<file path="src/rtl/wb_master_arbiter.sv">
// Two-master Wishbone arbiter: one transfer per grant, alternating priority on ties,
// with a wait-cycle timeout that terminates a stalled transfer toward its master.
module wb_master_arbiter #(
  parameter int ADDR_WIDTH = 32,
  parameter int DATA_WIDTH = 32,
  parameter int TIMEOUT    = 255
) (
  input  logic                    clk,
  input  logic                    reset,
  input  logic                    m0_wb_cyc_i,
  input  logic                    m0_wb_stb_i,
  input  logic                    m0_wb_we_i,
  input  logic [ADDR_WIDTH-1:0]   m0_wb_adr_i,
  input  logic [DATA_WIDTH-1:0]   m0_wb_dat_i,
  input  logic [DATA_WIDTH/8-1:0] m0_wb_sel_i,
  output logic                    m0_wb_ack_o,
  output logic [DATA_WIDTH-1:0]   m0_wb_dat_o,
  input  logic                    m1_wb_cyc_i,
  input  logic                    m1_wb_stb_i,
  input  logic                    m1_wb_we_i,
  input  logic [ADDR_WIDTH-1:0]   m1_wb_adr_i,
  input  logic [DATA_WIDTH-1:0]   m1_wb_dat_i,
  input  logic [DATA_WIDTH/8-1:0] m1_wb_sel_i,
  output logic                    m1_wb_ack_o,
  output logic [DATA_WIDTH-1:0]   m1_wb_dat_o,
  output logic                    s_wb_cyc_o,
  output logic                    s_wb_stb_o,
  output logic                    s_wb_we_o,
  output logic [ADDR_WIDTH-1:0]   s_wb_adr_o,
  output logic [DATA_WIDTH-1:0]   s_wb_dat_o,
  output logic [DATA_WIDTH/8-1:0] s_wb_sel_o,
  input  logic                    s_wb_ack_i,
  input  logic [DATA_WIDTH-1:0]   s_wb_dat_i,
  output logic [1:0]              grant_o,
  output logic                    timeout_o
);

  // Encoding doubles as the one-hot grant vector.
  typedef enum logic [1:0] {
    IDLE   = 2'b00,
    OWN_M0 = 2'b01,
    OWN_M1 = 2'b10
  } state_t;

  localparam logic [7:0] TIMEOUT_W = 8'(TIMEOUT);

  state_t     state_q, state_d;
  logic       last_q, last_d;   // 0 = m0 was granted last, 1 = m1
  logic [7:0] cnt_q, cnt_d;

  logic req0, req1, own_sel, own_cyc, timeout_hit;

  always_comb begin
    req0        = m0_wb_cyc_i & m0_wb_stb_i;
    req1        = m1_wb_cyc_i & m1_wb_stb_i;
    own_sel     = (state_q == OWN_M1);
    own_cyc     = own_sel ? m1_wb_cyc_i : m0_wb_cyc_i;
    timeout_hit = (state_q != IDLE) && own_cyc && !s_wb_ack_i && (cnt_q == TIMEOUT_W);

    state_d = state_q;
    last_d  = last_q;
    cnt_d   = cnt_q;
    unique case (state_q)
      IDLE: begin
        cnt_d = '0;
        if (req0 && req1)  state_d = last_q ? OWN_M0 : OWN_M1;
        else if (req0)     state_d = OWN_M0;
        else if (req1)     state_d = OWN_M1;
      end
      OWN_M0, OWN_M1: begin
        if (!own_cyc) begin
          state_d = IDLE;
        end else if (s_wb_ack_i || timeout_hit) begin
          state_d = IDLE;
          last_d  = own_sel;
        end else begin
          cnt_d = cnt_q + 8'd1;
        end
      end
      default: state_d = IDLE;
    endcase
  end

  always_ff @(posedge clk) begin
    if (reset) begin
      state_q <= IDLE;
      last_q  <= 1'b0;
      cnt_q   <= '0;
    end else begin
      state_q <= state_d;
      last_q  <= last_d;
      cnt_q   <= cnt_d;
    end
  end

  // Outputs are gated by reset so a transfer cut by reset never forwards an ack.
  always_comb begin
    s_wb_cyc_o  = 1'b0;
    s_wb_stb_o  = 1'b0;
    s_wb_we_o   = 1'b0;
    s_wb_adr_o  = '0;
    s_wb_dat_o  = '0;
    s_wb_sel_o  = '0;
    m0_wb_ack_o = 1'b0;
    m1_wb_ack_o = 1'b0;
    m0_wb_dat_o = s_wb_dat_i;
    m1_wb_dat_o = s_wb_dat_i;
    timeout_o   = 1'b0;
    if (!reset && state_q != IDLE) begin
      s_wb_cyc_o = own_sel ? m1_wb_cyc_i : m0_wb_cyc_i;
      s_wb_stb_o = own_sel ? m1_wb_stb_i : m0_wb_stb_i;
      s_wb_we_o  = own_sel ? m1_wb_we_i  : m0_wb_we_i;
      s_wb_adr_o = own_sel ? m1_wb_adr_i : m0_wb_adr_i;
      s_wb_dat_o = own_sel ? m1_wb_dat_i : m0_wb_dat_i;
      s_wb_sel_o = own_sel ? m1_wb_sel_i : m0_wb_sel_i;
      if (own_sel) m1_wb_ack_o = s_wb_ack_i | timeout_hit;
      else         m0_wb_ack_o = s_wb_ack_i | timeout_hit;
      if (timeout_hit) begin
        s_wb_cyc_o = 1'b0;
        s_wb_stb_o = 1'b0;
        timeout_o  = 1'b1;
        if (own_sel) m1_wb_dat_o = '0;
        else         m0_wb_dat_o = '0;
      end
    end
  end

  assign grant_o = state_q;

endmodule

</file>
<file path="config.mk">
export PLATFORM = sky130hd
export DESIGN_NAME = wb_master_arbiter
export DESIGN_NICKNAME = d
export VERILOG_FILES = /design/src/rtl/wb_master_arbiter.sv
export SDC_FILE = /design/constraint.sdc
export NUM_CORES = 1
export LEC_CHECK = 0
export ABC_AREA = 1
export ABC_CLOCK_PERIOD_IN_PS = 3000
export BUFFER_PORTS_ARGS = -buffer_cell sky130_fd_sc_hd__buf_4
export CAP_MARGIN = 20
export CORE_AREA = 2 2 122 124
export CTS_BUF_LIST = sky130_fd_sc_hd__clkbuf_4
export CTS_CLUSTER_SIZE = 28
export DETAILED_ROUTE_END_ITERATION = 16
export DIE_AREA = 0 0 124 126
export SLEW_MARGIN = 20
export SYNTH_ARGS = -nofsm -noshare
export SYNTH_HDL_FRONTEND = slang
export SYNTH_SLANG_ARGS = --single-unit
</file>
<file path="constraint.sdc">
create_clock -name clk -period 3 [get_ports clk]
set_input_delay 0.6 -clock clk [delete_from_list [all_inputs] [get_ports clk]]
set_output_delay 0.6 -clock clk [all_outputs]
set_load 0.005 [all_outputs]
</file>
==> flow_summary_export.csv, run 1 <==
group,metric,value,unit
synth,dominantRegCellSynth,"sky130_fd_sc_hd__dfxtp_1",
sta,timing.final.crit_share,0.920,
clocking,clock-root-buffer,"sky130_fd_sc_hd__clkbuf_4",
setup_path,cp_slowest_cell,"sky130_fd_sc_hd__dfxtp_1",
sta,slew_violations,0,
grt,globalRouteTotalUtil,0.139,
setup_path,critical_path_cell_by_cell,"inv_1, ha_2, inv_4, nand2_1, nand2_1, nand3_4, nor2_2, buf_4, nor2_1, buf_4",
floorplan,die_height,126,um
setup_path,ff2ff_path_depth,11,
floorplan,floorplan.initialDensity,0.151,
cells_and_area,layout-drive-gt1-share,0.442,
routing,wl_per_cell,12.8,um
floorplan,design.core.area,14300,sq um
floorplan,die_area,15600,sq um
synth,synth_enable_flop_cells,0,
sta,final_hold_viol_count,0,
routing,dr.first_iter.drc_count,115,
clocking,clock_latency,0.27,ns
sta,timing.final.crit_period,2.76,ns
clocking,cts_setup_buffers,0,
job,drv_cap,0,
clocking,h-tree-depth,1,
cells_and_area,final_net_count,942,
cells_and_area,synthToLayoutAreaGrowth,118,%
sta,worst_hold_slack,0.506,ns
sta,fin_tns_setup,0,ns
setup_path,reg2reg_slack,1.05,ns
synth,synth-warning-count,0,
grt,number_of_global_route_vias_before_repair,3535,
sta,grt_setup_unrepaired,"false",
setup_path,worst_setup_path_end_kind,"output pin",
floorplan,ioPinCount,317,
sta,max_slew.worst_pin.slew,0.754,ns
synth,synthCells,465,
pwr,ir_worst_vdd,0.000214,V
hold_path,worstHoldPathType,"flop to flop",
grt,grt.overflow.total,0,
routing,post-route-drc-count,0,
clocking,path_clk_slew,0.08,ns
synth,synth_largest_type_area_fraction,0.310,
sta,maxSlewHeadroom,0.497,
clocking,cts_sinks,11,
floorplan,row_count,44,
sta,setup_viol,0,
setup_path,setup.worst_path.end,"m0_wb_dat_o[10]",
setup_path,worstPathMaxFanout,32,
synth,proportion_of_synthesized_flip_flops_having_asynchronous_set_or_reset,0,
floorplan,die_w,124,um
grt,antenna_violations_before_repair,0,
clocking,clk_path_buf_depth,2,
cells_and_area,n_fill_cell,1669,
setup_path,timing_startpoint_of_the_critical_path,"grant_o[0]",
pwr,leak,2.65,nW
setup_path,crit_required,2.40,ns
sta,layout_setup_ws,0.239,ns
placed_design,globalplace.congestion,0.809,
placed_design,dp_worst_setup_slack,0.411,ns
routing,via_per_inst,4.09,
placed_design,portBuffers,316,
placed_design,dp.final_hpwl,10000,um
grt,grt_pass1_wl,17700,um
sta,achievable-frequency,362,MHz
routing,drtAntennaViolNets,0,
routing,firstDrtPassIters,4,
cells_and_area,layout.core_utilization,0.328,
setup_path,worst-endpoint-arrival,2.16,ns
grt,grt_start_max_net_pins,71,
synth,ys_types,21,
setup_path,crit_path_max_incr_delay,0.36,ns
setup_path,r2r-end,"cnt_q[2]",
synth,synthDominantAreaCellType,"sky130_fd_sc_hd__nand2_1",
setup_path,worstSetupStartpointType,"flop",
setup_path,critical_path.reg2reg.startpoint,"grant_o[0]",
outcome,outcome,"completed",
synth,synth.net_count,645,
synth,synth.yosys.seq_area_share,0.102,
setup_path,worst_setup_path_type,"flop to output pin",
cells_and_area,antenna_cells,0,
routing,detailroute.via_count,3866,
synth,synthesized_area_per_cell,4.64,sq um
pwr,powerDensity,384,nW/um^2
synth,syn-cell-area,2160,sq um
routing,drt_wl_total,12100,um
clocking,cts-buffers-inserted,3,
sta,clock-skew-final,0.00121,ns
synth,cell_types_occupying_the_most_area_after_synthesis,"sky130_fd_sc_hd__nand2_1 (31%), sky130_fd_sc_hd__a21oi_1 (18%), sky130_fd_sc_hd__nor2_1 (14%), sky130_fd_sc_hd__dfxtp_1 (10%), sky130_fd_sc_hd__inv_1 (8.7%)",
hold_path,start_point_of_the_worst_min_delay_path,"grant_o[0]",
synth,synth.ff_latch_count,11,
clocking,tritoncts,"yes",
==> layout by cell type, fill, tap and decap left out <==
master and count:
sky130_fd_sc_hd__buf_4 322, sky130_fd_sc_hd__nand2_1 178, sky130_fd_sc_hd__nor2_1 80, sky130_fd_sc_hd__a21oi_1 79
sky130_fd_sc_hd__inv_1 50, sky130_fd_sc_hd__nand3_1 18, sky130_fd_sc_hd__dfxtp_1 11, sky130_fd_sc_hd__nor2_2 4
sky130_fd_sc_hd__clkbuf_4 3, sky130_fd_sc_hd__nand3_4 2, sky130_fd_sc_hd__inv_2 2, sky130_fd_sc_hd__o21ai_0 2
sky130_fd_sc_hd__ha_1 2, sky130_fd_sc_hd__inv_4 1, sky130_fd_sc_hd__o21bai_1 1, sky130_fd_sc_hd__nand4_1 1
sky130_fd_sc_hd__xor2_1 1, sky130_fd_sc_hd__nor3b_1 1, sky130_fd_sc_hd__xnor2_1 1, sky130_fd_sc_hd__ha_2 1
sky130_fd_sc_hd__clkinv_2 1
==> through the flow <==
step	area (sq um)	std cells	power, mW
after CTS	4700	945	1.84
after detailed placement	4670	941	1.73
after global routing	4700	945	2.02
after floorplan	2160	465	0.956
after global placement	4670	941	1.73
final	4700	945	1.81
==> worst max-delay path: cells and delay by family (launching register included) <==
family | cells | cell delay (ns)
adders and majority gates | 1 | 0.22
buffers and inverters | 4 | 0.71
DFF | 1 | 0.36
and+or+nand+nor | 5 | 0.58
==> registers in the layout, summed over array words and instances (netlist names) <==
register	count
cnt_q	8
grant_o	2
last_q	1
==> synth_stat cells (all sizes together) (2+ instances only) <==
cell type and n:
clkbuf 21, buf 9, nand3 20, o21ai 2, a21oi 79, nand2 178
dfxtp 11, inv 53, nor2 84, ha 3
==> metal layers <==
layer	track usage	vias up	share of wire
met5	0	-	0
met4	0.0231	0	0.015
met3	0.0276	10	0.096
met2	0.256	207	0.50
met1	0.165	1632	0.38
li1	-	2017	-
==> worst min-delay path by stage <==
stage,to,slack (ns),depth (start not counted)
final,grant_o[0],0.51,2
after global routing,grant_o[0],0.53,2
after CTS,grant_o[0],0.51,2
after detailed placement,last_q,0.49,2
after global placement,last_q,0.49,2
after floorplan,last_q,0.45,2
==> cell type report <==
class	count	area, sq um	share of cell area
multi-input combinational	371	1600	0.341
tap	184	230	0.0490
clock buffer	3	22.5	0.00479
sequential	11	220	0.0469
inverter	53	201	0.0429
timing repair buffer	322	2420	0.514
clock inverter	1	5.00	0.00106
==> cell families (layout without fill, tap and decap cells) <==
logic type | Yosys count | in the layout | share of synthesized area
AOI/OAI and AO/OA | 82 | 82 | 0.191
xor gates and xnor gates | 2 | 2 | 0.00812
adders and majority gates | 3 | 3 | 0.0174
buffers and inverters | 83 | 379 | 0.157
DFF | 11 | 11 | 0.102
and+or+nand+nor | 284 | 284 | 0.524
==> what timing repair did <==
action | 4_1_cts | 5_1_grt
hold buffers | 0 | 0
setup endpoints to repair | 0 | 5
resized for setup | 0 | 1
==> power by group <==
group	total (mW)	switching [mW]	internal [mW]
combinational	1.53	0.860	0.666
clock	0.106	0.0569	0.0494
sequential	0.175	0.0130	0.162
total	1.81	0.930	0.877
Note: power is estimated with default switching activity, not from simulation.
==> run 2, diff against run 1 <==
--- a/config.mk
+++ b/config.mk
@@ -5,7 +5,6 @@
 export SDC_FILE = /design/constraint.sdc
 export NUM_CORES = 1
 export LEC_CHECK = 0
-export ABC_AREA = 1
 export ABC_CLOCK_PERIOD_IN_PS = 3000
 export BUFFER_PORTS_ARGS = -buffer_cell sky130_fd_sc_hd__buf_4
 export CAP_MARGIN = 20
==> run 2 against run 1 <==
Effect of this change:
- core utilization fell by 0.86 points
- synthesized area shrank 8.4%
- design area decreased by 2.6%
- critical endpoint is now m1_wb_dat_o[12]
- largest cell class unchanged
==> flow_summary_export.csv, run 2 <==
group,metric,value,unit
cells_and_area,layout-drive-gt1-share,0.600,
placed_design,portBuffers,316,
synth,proportion_of_synthesized_flip_flops_having_asynchronous_set_or_reset,0,
setup_path,critPathMostFrequentCell,"sky130_fd_sc_hd__buf_4",
sta,slew_violations,0,
synth,synth.yosys.seq_area_share,0.111,
routing,drtAntennaViolNets,0,
routing,post-route-drc-count,0,
setup_path,timing.critical_path.max_delay_family,"simple AND/OR/NAND/NOR gates",
placed_design,dp_worst_setup_slack,0.371,ns
routing,firstDrtPassIters,4,
floorplan,die_w,124,um
pwr,total_power,1.09,mW
routing,dr.first_iter.drc_count,75,
pwr,switching_share,0.359,
placed_design,detailed_place.area,4530,sq um
floorplan,design.core.area,14300,sq um
pwr,powerDensity,238,nW/um^2
synth,dominantRegCellSynth,"sky130_fd_sc_hd__dfxtp_1",
routing,via_per_inst,4.34,
routing,detailroute.via_count,3248,
setup_path,cp_slowest_cell,"sky130_fd_sc_hd__nor4_4",
clocking,h-tree-depth,1,
floorplan,die_height,126,um
pwr,power_frac_comb,0.751,
floorplan,die_area,15600,sq um
floorplan,ioPinCount,317,
synth,synth.ff_latch_count,11,
synth,synth-warning-count,0,
pwr,cell_internal_pwr,0.699,mW
routing,drt_wl_total,11700,um
synth,yosys.cell_count.top_type,"sky130_fd_sc_hd__a22o_1",
pwr,power.net_switching,0.392,mW
sta,fin_tns_setup,0,ns
sta,grt_setup_unrepaired,"false",
grt,grt_pass1_wl,16000,um
sta,clock-skew-final,0.00406,ns
pwr,power.share.clock,0.104,
cells_and_area,synthToLayoutAreaGrowth,132,%
setup_path,critical_path_cell_by_cell,"inv_1, ha_2, mux2i_2, nor4_4, nand2_1, buf_4, and2_1, buf_4",
sta,final_hold_viol_count,0,
synth,syn-cell-area,1980,sq um
floorplan,floorplan.initialDensity,0.138,
setup_path,crit_required,2.40,ns
clocking,clock_latency,0.27,ns
placed_design,globalplace.congestion,0.845,
cells_and_area,final_net_count,746,
synth,ys_types,41,
sta,layout_setup_ws,0.181,ns
clocking,clk_path_buf_depth,2,
clocking,path_clk_slew,0.07,ns
synth,cell_types_occupying_the_most_area_after_synthesis,"sky130_fd_sc_hd__a22o_1 (31%), sky130_fd_sc_hd__and2_1 (21%), sky130_fd_sc_hd__dfxtp_1 (11%), sky130_fd_sc_hd__clkbuf_1 (4.0%), sky130_fd_sc_hd__nand2_1 (3.2%)",
synth,synthDominantAreaCellType,"sky130_fd_sc_hd__a22o_1",
grt,grt_start_max_net_pins,71,
cells_and_area,antenna_cells,0,
cells_and_area,finalInstanceArea,4580,sq um
clocking,cts-buffers-inserted,3,
hold_path,worstHoldPathType,"flop to flop",
sta,setup_viol,0,
setup_path,critical_path_buf_inv_count,3,
cells_and_area,largest_register_ff_count,8,
setup_path,crit_path_max_incr_delay,0.40,ns
setup_path,worstPathMaxFanout,32,
synth,synth_commonest_cells,"sky130_fd_sc_hd__a22o_1 (69), sky130_fd_sc_hd__and2_1 (67), sky130_fd_sc_hd__clkbuf_1 (21), sky130_fd_sc_hd__nand2_1 (17), sky130_fd_sc_hd__dfxtp_1 (11)",
setup_path,worstSetupStartpointType,"flop",
synth,synthCells,266,
sta,achievable-frequency,355,MHz
synth,synthesized_area_per_cell,7.43,sq um
synth,synth.net_count,446,
cells_and_area,layout.cells.most_common,"sky130_fd_sc_hd__buf_4",
setup_path,worst_setup_path_end_kind,"output pin",
cells_and_area,footprint_of_the_multi_input_gates,1630,sq um
grt,antenna_violations_before_repair,0,
sta,worst_hold_slack,0.505,ns
clocking,clock-root-buffer,"sky130_fd_sc_hd__clkbuf_4",
sta,timing.final.crit_period,2.82,ns
setup_path,worst-endpoint-arrival,2.22,ns
grt,grt.overflow.total,0,
clocking,tritoncts,"yes",
sta,maxSlewHeadroom,0.661,
cells_and_area,final-seq-area,220,sq um
placed_design,dp.final_hpwl,10000,um
synth,synth_largest_type_area_fraction,0.306,
outcome,outcome,"completed",
job,drv_cap,0,
synth,synth_enable_flop_cells,0,
floorplan,row_count,44,
clocking,cts_sinks,11,
setup_path,worst_setup_path_type,"flop to output pin",
cells_and_area,registers.top_by_ff_count,"cnt_q",
pwr,leak,2.32,nW
cells_and_area,n_fill_cell,1533,
grt,globalRouteTotalUtil,0.130,
cells_and_area,mostFrequentLayoutCells,"sky130_fd_sc_hd__buf_4 (320), sky130_fd_sc_hd__a22o_1 (69), sky130_fd_sc_hd__and2_1 (66), sky130_fd_sc_hd__nand2_1 (17), sky130_fd_sc_hd__dfxtp_1 (11)",
pwr,ir_worst_vdd,0.000107,V
grt,number_of_global_route_vias_before_repair,3027,
pwr,seq_power_share,0.145,
sta,max_slew.worst_pin.slew,0.509,ns
sta,timing.final.crit_share,0.940,
routing,wl_per_cell,15.7,um
[run 2: cell count changes after synthesis, sizes merged, moves of 15 or more]
cell	change
nand2	-161
nor2	-77
a21oi	-76
a22o	+69
and2	+68
inv	-46
nand3	-15
[run 2: worst paths after layout]
kind,from,to,slack (ns),depth (start not counted)
max reg2reg,grant_o[0],grant_o[0],1.01,6
min reg2reg,grant_o[0],grant_o[0],0.50,2
max,grant_o[0],m1_wb_dat_o[12],0.18,8
min,grant_o[0],grant_o[0],0.50,2
[run 2: area by class of cell]
type / instances / area share
Multi-Input combinational cell: 221 / 0.356
Tap cell: 184 / 0.0503
Inverter: 7 / 0.00574
Timing Repair Buffer: 322 / 0.534
Clock buffer: 4 / 0.00656
Sequential cell: 11 / 0.0481
[run 2: worst min-delay path: cells and delay by family, from the launching register on]
family	cells	cell delay, ns
flops	1	0.33
simple gates	1	0.07
mux	1	0.06
[run 2: per-stage QoR]
| stage | instances | util |
|---|---|---|
| finish | 749 | 0.320 |
| floorplan | 266 | - |
| global placement | 744 | 0.317 |
| detailed placement | 744 | 0.317 |
| global route | 749 | 0.320 |
| CTS | 748 | 0.319 |
[run 2: layer usage]
layer,wire [um],track usage
met5,0,0
met1,4440,0.151
met3,1190,0.0276
met2,5920,0.244
met4,178,0.0258
[run 2: power by group through the flow]
stage | Clock, mW | Sequential [mW] | Combinational, mW
CTS | 0.117 | 0.158 | 0.826
global route | 0.123 | 0.159 | 0.886
global placement | 0 | 0.161 | 0.814
floorplan | 0 | 0.160 | 0.320
finish | 0.114 | 0.158 | 0.819
detailed placement | 0 | 0.161 | 0.825
[run 2: kinds of logic after synthesis]
group | Yosys count | share of synthesized area
DFF | 11 | 0.111
buffers and inverters | 34 | 0.0722
and+or+nand+nor | 121 | 0.368
muxes | 7 | 0.0361
AOI/OAI and AO/OA | 90 | 0.393
adders and majority gates | 3 | 0.0190
[run 2: what timing repair did]
action / in CTS / in global routing
buffers inserted: 0 / 1
gates resized for setup: 0 / 3
hold buffers: 0 / 0
setup endpoints to repair: 0 / 99
==> run 3, diff against run 2 <==
--- a/config.mk
+++ b/config.mk
@@ -13,6 +13,7 @@
 export CTS_CLUSTER_SIZE = 28
 export DETAILED_ROUTE_END_ITERATION = 16
 export DIE_AREA = 0 0 124 126
+export SETUP_SLACK_MARGIN = 0.4
 export SLEW_MARGIN = 20
 export SYNTH_ARGS = -nofsm -noshare
 export SYNTH_HDL_FRONTEND = slang
==> run 3 against run 2 <==
Effect of this change:
- first-iteration DRC count rose by 21%
- final cell count rose by 2.7%
- sequential power rose by 3%
- clock skew rose by 0.0028 ns
- clock power barely moved
- setup slack improved by 0.17 ns
- flip-flop and latch count did not move
- sequential share of layout area fell by 0.67 points
- count of clock-buffer cells in the layout did not move
- register-to-register slack improved by 0.02 ns
- power rose by 17%
- largest cell class unchanged
- highest routed layer unchanged
==> flow_summary_export.csv, run 3 (same netlist as run 2, synthesis figures left out) <==
group,metric,value,unit
sta,timing.final.crit_period,2.65,ns
cells_and_area,largest_register_ff_count,8,
pwr,power.net_switching,0.448,mW
pwr,total_power,1.28,mW
pwr,ir_worst_vdd,0.000115,V
clocking,clk_path_buf_depth,2,
floorplan,die_height,126,um
clocking,h-tree-depth,1,
floorplan,floorplan.initialDensity,0.138,
grt,grt_pass1_wl,18000,um
clocking,cts_sinks,11,
cells_and_area,layout.cells.most_common,"sky130_fd_sc_hd__buf_4",
routing,firstDrtPassIters,4,
setup_path,worstPathMaxFanout,8,
floorplan,die_area,15600,sq um
setup_path,critical_path_buf_inv_count,4,
pwr,cell_internal_pwr,0.829,mW
placed_design,place_inst,744,
sta,fin_tns_setup,0,ns
sta,worst_hold_slack,0.512,ns
pwr,power_frac_comb,0.782,
clocking,clock-root-buffer,"sky130_fd_sc_hd__clkbuf_4",
setup_path,worstSetupStartpointType,"flop",
sta,slew_violations,0,
job,drv_cap,0,
grt,globalRouteTotalUtil,0.148,
setup_path,critical_path.reg2reg.startpoint,"grant_o[0]",
clocking,clock_latency,0.27,ns
setup_path,r2r-end,"grant_o[0]",
cells_and_area,final-seq-area,228,sq um
placed_design,portBuffers,316,
hold_path,timing.hold.worst_path_depth,2,
cells_and_area,finalInstanceArea,5500,sq um
cells_and_area,registers.top_by_ff_count,"cnt_q",
hold_path,worstHoldPathType,"flop to flop",
pwr,power.share.clock,0.091,
cells_and_area,layout-drive-gt1-share,0.749,
routing,detailroute.via_count,3446,
sta,grt_setup_unrepaired,"true",
grt,global_routing_met1_resource_utilization,0.164,
grt,number_of_global_route_vias_before_repair,3272,
cells_and_area,synthToLayoutAreaGrowth,178,%
routing,post-route-drc-count,0,
floorplan,row_count,44,
floorplan,die_w,124,um
sta,max_slew.worst_pin.slew,0.357,ns
cells_and_area,footprint_of_the_multi_input_gates,1900,sq um
hold_path,start_point_of_the_worst_min_delay_path,"grant_o[1]",
setup_path,worst_setup_path_type,"flop to output pin",
sta,final_hold_viol_count,0,
setup_path,critical_path_cell_by_cell,"inv_4, ha_4, mux2i_4, nor4_4, buf_4, nand2_8, clkbuf_16, and2_4, buf_6",
setup_path,reg2reg_slack,1.03,ns
sta,achievable-frequency,378,MHz
setup_path,crit_required,2.40,ns
sta,setup_viol,0,
placed_design,detailed_place.area,4530,sq um
cells_and_area,n_fill_cell,1408,
setup_path,crit_path_max_incr_delay,0.35,ns
grt,grt_start_max_net_pins,59,
clocking,cts-buffers-inserted,3,
pwr,leak,2.76,nW
grt,grt.overflow.total,0,
sta,clock-skew-final,0.00687,ns
grt,globalRouteMet3Util,0.0281,
clocking,ctsHoldBuffers,0,
cells_and_area,final_net_count,766,
pwr,seq_power_share,0.127,
setup_path,worst-endpoint-arrival,2.05,ns
routing,wl_per_cell,17.7,um
cells_and_area,mostFrequentLayoutCells,"sky130_fd_sc_hd__buf_4 (261), sky130_fd_sc_hd__a22o_1 (69), sky130_fd_sc_hd__and2_4 (66), sky130_fd_sc_hd__buf_6 (65), sky130_fd_sc_hd__nand2_1 (15)",
grt,antenna_violations_before_repair,0,
grt,globalRoute.busiestLayer,"met2",
clocking,tritoncts,"yes",
routing,drt_wl_total,13600,um
sta,maxSlewHeadroom,0.762,
setup_path,ff2ff_path_depth,7,
placed_design,dp.final_hpwl,10000,um
placed_design,globalplace.congestion,0.845,
hold_path,hold_path_end,"grant_o[1]",
grt,groute.layer.met2.usage,0.290,
pwr,powerDensity,232,nW/um^2
routing,drtAntennaViolNets,0,
setup_path,timing.critical_path.max_delay_family,"simple AND/OR/NAND/NOR gates",
sta,timing.final.crit_share,0.882,
outcome,outcome,"completed",
cells_and_area,final-instance-count-excl-fill,769,
setup_path,cp_slowest_cell,"sky130_fd_sc_hd__dfxtp_2",
pwr,switching_share,0.351,
setup_path,worst_setup_path_end_kind,"output pin",
clocking,path_clk_slew,0.07,ns
routing,dr.first_iter.drc_count,91,
cells_and_area,antenna_cells,0,
floorplan,design.core.area,14300,sq um
routing,via_per_inst,4.48,
floorplan,ioPinCount,317,
-- run 3: how the worst max path moves through the flow --
stage / start / to / slack [ns] / cells past startpoint
final: grant_o[0] / m1_wb_dat_o[30] / 0.35 / 9
after global routing: grant_o[0] / m1_wb_dat_o[30] / 0.26 / 9
after CTS: grant_o[0] / m0_wb_dat_o[12] / 0.34 / 9
after detailed placement: reset / m1_wb_dat_o[12] / 0.37 / 7
after global placement: grant_o[0] / m0_wb_dat_o[15] / 0.43 / 8
after floorplan: grant_o[0] / m0_wb_dat_o[10] / 0.66 / 8
-- run 3: per-stage QoR --
step,setup WS (ns),utilization
detailed placement,0.371,0.317
global placement,0.428,0.317
CTS,0.345,0.357
global route,0.261,0.384
floorplan,0.656,-
finish,0.353,0.384
-- run 3: cell type report --
type | instances | share of cell area
sequential | 11 | 0.0414
clock buffer | 4 | 0.00546
multi-input combinational | 221 | 0.347
tap | 184 | 0.0419
timing repair buffer | 342 | 0.559
inverter | 7 | 0.00524
-- run 3: timing repair --
action / in CTS / in global routing
cloned: 6 / 2
pin swaps: 31 / 44
gates resized for setup: 90 / 83
buffers inserted: 9 / 4
endpoints found under the setup margin: 125 / 132
-- run 3: power by group through the flow --
stage / Clock [mW] / Combinational (mW) / Sequential, mW
3_3_place_gp: 0 / 0.814 / 0.161
5_1_grt: 0.124 / 1.07 / 0.163
3_5_place_dp: 0 / 0.825 / 0.161
2_1_floorplan: 0 / 0.320 / 0.160
6_report: 0.116 / 0.998 / 0.162
4_1_cts: 0.117 / 0.933 / 0.161
-- run 3: metal layers --
metal,routed length [um],up-vias,share of wire
li1,-,1630,-
met2,7320,213,0.54
met1,5020,1593,0.37
met4,134,0,0.0098
met5,0,-,0
met3,1170,10,0.086
-- run 3: worst min-delay path, stage by stage, from the launching register on --
cell and delay [ns]:
sky130_fd_sc_hd__dfxtp_4 0.37, sky130_fd_sc_hd__nand2_1 0.06, sky130_fd_sc_hd__mux2i_1 0.05
